**src/rtl/clock_divider_pkg.sv**
```systemverilog
// Shared defaults and types for the programmable clock divider.
//
// Contents:
//   DIV_W_DEFAULT     default width of the divisor and period counter
//   RESET_DIV_DEFAULT default divisor in effect after reset
//   div_t             divisor type at the default width
package clock_divider_pkg;

  localparam int unsigned DIV_W_DEFAULT     = 8;
  localparam int unsigned RESET_DIV_DEFAULT = 3;

  typedef logic [DIV_W_DEFAULT-1:0] div_t;

endpackage

```
**src/rtl/half_cycle_ff.sv**
```systemverilog
// Falling-edge D flop with synchronous active-low reset. The divider uses it to
// delay the high phase by half a source cycle for odd divisors.
//
// Ports:
//   clk      source clock; state updates on its falling edge
//   reset_n  synchronous active-low reset, sampled on the falling edge
//   d        data in
//   q        data out
module half_cycle_ff (
  input  logic clk,
  input  logic reset_n,
  input  logic d,
  output logic q
);

  always_ff @(negedge clk) begin
    if (!reset_n) begin
      q <= 1'b0;
    end else begin
      q <= d;
    end
  end

endmodule

```
**src/rtl/clock_divider_n.sv**
```systemverilog
// Programmable integer clock divider. Divides clk_i by a runtime-loadable N
// (1 .. 2^DIV_W-1). Divisor changes and enable changes take effect only at
// output-period boundaries, so clk_o never produces runt pulses.
//
// Build option: define CLOCK_DIVIDER_N_ODD_DUTY_EN to get 50 % duty for odd N
// via a falling-edge flop; otherwise the design is single-edge and odd N gives
// H high / H+1 low cycles.
//
// Ports:
//   clk_i       source clock
//   reset_ni    synchronous active-low reset
//   en_i        run request, sampled only at period boundaries
//   div_i       requested divisor
//   div_load_i  strobe capturing div_i into the pending register
//   div_ack_o   pulse in the cycle a pending divisor becomes active
//   div_err_o   pulse the cycle after a load with div_i == 0
//   cur_div_o   divisor currently in effect
//   active_o    divider running
//   tick_o      pulse in the first cycle of each clk_o period
//   clk_o       divided clock
module clock_divider_n
  import clock_divider_pkg::*;
#(
  parameter int unsigned DIV_W     = DIV_W_DEFAULT,
  parameter int unsigned RESET_DIV = RESET_DIV_DEFAULT
) (
  input  logic             clk_i,
  input  logic             reset_ni,
  input  logic             en_i,
  input  logic [DIV_W-1:0] div_i,
  input  logic             div_load_i,
  output logic             div_ack_o,
  output logic             div_err_o,
  output logic [DIV_W-1:0] cur_div_o,
  output logic             active_o,
  output logic             tick_o,
  output logic             clk_o
);

  logic [DIV_W-1:0] cnt_q, cnt_d;
  logic [DIV_W-1:0] cur_div_q, cur_div_d;
  logic [DIV_W-1:0] pend_div_q, pend_div_d;
  logic [DIV_W-1:0] next_div;
  logic             pend_q, pend_d;
  logic             hi_q, hi_d;
  logic             active_q, active_d;
  logic             tick_q, tick_d;
  logic             ack_q, ack_d;
  logic             err_q, err_d;
  logic             boundary;
  logic             slow_clk;

  always_comb begin
    // Every idle cycle counts as a boundary so pending loads and enables apply.
    boundary   = !active_q || (cnt_q == cur_div_q - DIV_W'(1));
    next_div   = pend_q ? pend_div_q : cur_div_q;

    cnt_d      = cnt_q + DIV_W'(1);
    cur_div_d  = cur_div_q;
    pend_d     = pend_q;
    pend_div_d = pend_div_q;
    active_d   = active_q;
    tick_d     = 1'b0;
    ack_d      = 1'b0;
    hi_d       = (cnt_q + DIV_W'(1)) < (cur_div_q >> 1);
    err_d      = div_load_i && (div_i == '0);

    if (boundary) begin
      cur_div_d = next_div;
      ack_d     = pend_q;
      pend_d    = 1'b0;
      active_d  = en_i;
      cnt_d     = '0;
      tick_d    = en_i;
      // High during cnt in [0, H); H is zero only for N == 1.
      hi_d      = en_i && ((next_div >> 1) != '0);
    end

    // Applied after the boundary update so a load on a boundary cycle stays
    // pending for the following boundary.
    if (div_load_i && (div_i != '0)) begin
      pend_d     = 1'b1;
      pend_div_d = div_i;
    end
  end

  always_ff @(posedge clk_i) begin
    if (!reset_ni) begin
      cnt_q      <= '0;
      cur_div_q  <= DIV_W'(RESET_DIV);
      pend_div_q <= '0;
      pend_q     <= 1'b0;
      hi_q       <= 1'b0;
      active_q   <= 1'b0;
      tick_q     <= 1'b0;
      ack_q      <= 1'b0;
      err_q      <= 1'b0;
    end else begin
      cnt_q      <= cnt_d;
      cur_div_q  <= cur_div_d;
      pend_div_q <= pend_div_d;
      pend_q     <= pend_d;
      hi_q       <= hi_d;
      active_q   <= active_d;
      tick_q     <= tick_d;
      ack_q      <= ack_d;
      err_q      <= err_d;
    end
  end

`ifdef CLOCK_DIVIDER_N_ODD_DUTY_EN
  logic hi_n;

  half_cycle_ff u_hi_n (
    .clk     (clk_i),
    .reset_n (reset_ni),
    .d       (hi_q),
    .q       (hi_n)
  );

  // hi_n stretches the high phase by half a cycle for odd N. It is gated by
  // active_q so a stale hi_n cannot show through in the half cycle after reset.
  assign slow_clk = cur_div_q[0] ? (hi_q | (hi_n & active_q)) : hi_q;
`else
  assign slow_clk = hi_q;
`endif

  // N == 1 cannot be built from posedge flops, so the source clock is passed.
  assign clk_o     = (cur_div_q == DIV_W'(1)) ? (clk_i & active_q) : slow_clk;

  assign div_ack_o = ack_q;
  assign div_err_o = err_q;
  assign cur_div_o = cur_div_q;
  assign active_o  = active_q;
  assign tick_o    = tick_q;

endmodule

```
**config.mk**
```make
export PLATFORM = sky130hd
export DESIGN_NAME = clock_divider_n
export DESIGN_NICKNAME = d
export VERILOG_FILES = /design/src/rtl/clock_divider_pkg.sv /design/src/rtl/half_cycle_ff.sv /design/src/rtl/clock_divider_n.sv
export SDC_FILE = /design/constraint.sdc
export NUM_CORES = 1
export LEC_CHECK = 0
export CAP_MARGIN = 5
export CORE_MARGIN = 3
export CORE_UTILIZATION = 57
export DETAILED_ROUTE_END_ITERATION = 12
export PLACE_DENSITY = 0.84
export REMOVE_ABC_BUFFERS = 1
export SLEW_MARGIN = 20
export SYNTH_ARGS = -nofsm -noshare
export SYNTH_HDL_FRONTEND = slang
export SYNTH_SLANG_ARGS = --single-unit
```
**constraint.sdc**
```tcl
create_clock -name clk_i -period 5.92 [get_ports clk_i]
set_input_delay 0.888 -clock clk_i [delete_from_list [all_inputs] [get_ports clk_i]]
set_output_delay 0.888 -clock clk_i [all_outputs]
set_load 0.02 [all_outputs]
```
==> impl_results.md <==
* Worst min-delay path class: reg2reg
* Clk slew on worst S/H paths at around 0.10 ns
* Total number of vias at ~1500
* Antenna cell count at 0
* Critical path endpoint: clk_o
* Critical path startpoint: clk_i
* Relative slew slack at 52.59%
* Starting Density at between 60% and 70%
* Setup Viol. Count Final at 0
* First-pass GRT wire length at between 6000 and 7000 um
* Power, Total at ~500 uW
* Gp weighted congestion at between 0.8 and 0.9
* Die Width at between 50 and 60 um
* Startpoint Class: clock port
* Post-Route WL at between 3000 and 4000 um
* Average wire per standard cell at 15.54 um
* Critical path endpoint category: output port
* Cell variety after synth at 42
* Tightest Pin Transition at approximately 0.70 ns
* Status: finished, final reports clean
* Setup ws final at approximately 1.1 ns
* Dominant cells by area after synthesis: dfxtp_1 37%, nand2_1 8.3%, ha_1 6.9%, mux2i_1 4.9%, xor2_1 4.3%
* Leak at about 0.00081 uW
* Final design utilization at around three quarters
* Area Growth Syn to Fin at 20.77%
* CP Class: clk2out
* Global Route Usage Sum at roughly a quarter
* Crit-path most repeated cell: clkbuf_4
* Hold buffers post-CTS at 0
* Filler instances at 196
* Yosys warning count at 0
* TritonCTS clock tree: yes
* CP max FO at 2
* R2r setup slk at 3.22 ns
* Main synth FF type: dfxtp_1
* Hpwl dp at 2986 um
* EDFF count, synth at 0
* Setup TNS at 0 ns
* Ports at 25
* DP Area at around 1900 um^2
* Max-slew violations at 0
* Largest net degree at the start of global routing at 21
* Via density at 5.908
* VDD IR max at 0.2283 mV
* Drt pass-1 iters at 6
* Initial antenna violation count at 0
* Unrepaired setup endpoints after global routing: no
* Flops & latches, synth at 30
* Layout cell share with drive strength beyond 1 at approximately 6.8%
* Die H at a little under 60 um
* Clock latency on the worst-skew pair at between 0.4 and 0.5 ns
* Share of the synthesized area in the top cell type at roughly 37%
* Buffers & Inverters on Critical Path at 3
* Crit path depth at 4
* Setup Buffers After CTS at 0
* Synth Cell Area at 1627 um^2
* Most instantiated cells after synthesis: 36 x nand2_1, 30 x dfxtp_1, 12 x nor2_1
* Number of global-route vias before repair at roughly 1500
* Post-synthesis cell count at just under 200
* R2R Path End: pend_q$_SDFFE_PN0P_
* DRC Markers at 0
* Max Cap Violations at 0
* Die Area at 3531 um^2
* Power density cells at about 250 nW/um^2
* IO Port Bufs at 24
* Core area at between 2000 and 3000 um^2
* Crit-path cells: clkbuf_4 > clkbuf_4 > a41o_1 > clkdlybuf4s50_1
* Rows at 18
* Antenna Nets Post-Route at 0
* Top cell type by total area after synthesis: dfxtp_1
* CP max stage delay at 0.53 ns
* Grt ovf at 0
* Critical path arrival at between 3 and 4 ns
* Hold Vio Cnt, Final at 0
* Worst path required time at ~5.0 ns
* Worst slack at placement at 1.371 ns
* Clock Skews at about 0.011 ns
* FFs w/ async S/R, synth at 0%
* Count leader, synth: nand2_1
* PostCTS Resize Cnt at 0
* 1st-iter DRT viols at 94
* Final Cell Area at slightly below 2000 um^2
* Delay-heaviest family, CP: buffers and inverters
* Worst reg2reg path startpoint: cur_div_o[1]$_SDFFE_PN1P_
* Avg Cell Area, Syn at about 8.4 um^2
* Sequential fraction of the synthesis area at a little under two fifths
* Slowest cell on crit path: clkdlybuf4s50_1
* Fin nets at between 200 and 250
* Reg2reg path depth at 8
-- cell usage in the layout (no fill, tap or decap), types with 7 or more instances in the layout --
| master | instances |
|---|---|
| nand2_1 | 36 |
| clkbuf_4 | 8 |
| mux2i_1 | 8 |
| inv_1 | 10 |
| nor2_1 | 12 |
| dfxtp_1 | 30 |
| ha_1 | 9 |
| xor2_1 | 8 |
| nand3_1 | 7 |
| clkdlybuf4s50_1 | 24 |
| a21oi_1 | 10 |
-- routing by layer --
layer  wire, um  GRT usage [%]  part of all wire, %  vias to the layer above
met5          0              0                    0                        -
met4        100          12.62                  2.6                        0
met3        238          7.190                  6.1                       17
met2       1989          44.46                   51                       72
met1       1572          27.47                   40                      672
li1           -              -                    -                      722
-- area by class of cell --
type	count	area [um^2]	share of cell area [%]
Inverter	10	37.54	1.911
Multi-Input combinational cell	146	948.4	48.28
Clock inverter	3	40.04	2.038
Sequential cell	30	600.6	30.57
Timing Repair Buffer	23	230.2	11.72
Clock buffer	9	70.07	3.567
Tap cell	30	37.54	1.911
-- where the power goes --
part	total, uW	internal [uW]	switching (uW)
sequential	222	212	10.5
combinational	79.9	36.6	43.2
clock	198	113	85.3
total	500	361	139
-- tightest hold or removal path: stages, from the launching register on --
cell	delay, ns
dfxtp_1	0.33
nand2_1	0.06
a21oi_1	0.05
-- per-stage QoR --
stage	hold slack (ns)	instances
after floorplan	0.4370	186
after detailed placement	0.4600	240
final	0.4742	251
after global placement	0.4553	240
after CTS	0.4756	251
after global routing	0.5019	251
-- worst min path at each step --
stage,start,endpoint,slack [ns],depth (start not counted)
CTS,pend_div_q[0]$_SDFFE_PN0P_,pend_div_q[0]$_SDFFE_PN0P_,0.48,2
global placement,pend_div_q[0]$_SDFFE_PN0P_,pend_div_q[0]$_SDFFE_PN0P_,0.46,2
detailed placement,pend_div_q[0]$_SDFFE_PN0P_,pend_div_q[0]$_SDFFE_PN0P_,0.46,2
finish,pend_div_q[0]$_SDFFE_PN0P_,pend_div_q[0]$_SDFFE_PN0P_,0.47,2
floorplan,pend_div_q[0]$_SDFFE_PN0P_,pend_div_q[0]$_SDFFE_PN0P_,0.44,2
global route,pend_div_q[0]$_SDFFE_PN0P_,pend_div_q[0]$_SDFFE_PN0P_,0.50,2
-- registers in the layout (all words and copies together) (netlist names) --
signal      count
active_o        1
cnt_q           8
cur_div_o       8
div_ack_o       1
div_err_o       1
hi_q            1
pend_div_q      8
pend_q          1
tick_o          1
-- kinds of logic after synthesis --
kind of cell               Yosys count  synth area share (%)
and+or+nand+nor                     83                 25.31
AOI/OAI and AO/OA                   33                 14.16
DFF                                 30                 36.92
buffers and inverters               18                 4.770
xor gates and xnor gates            13                 7.000
adders and majority gates            9                 6.923
muxes                                8                 4.923
No activity file was read; power rests on OpenSTA's default activity.
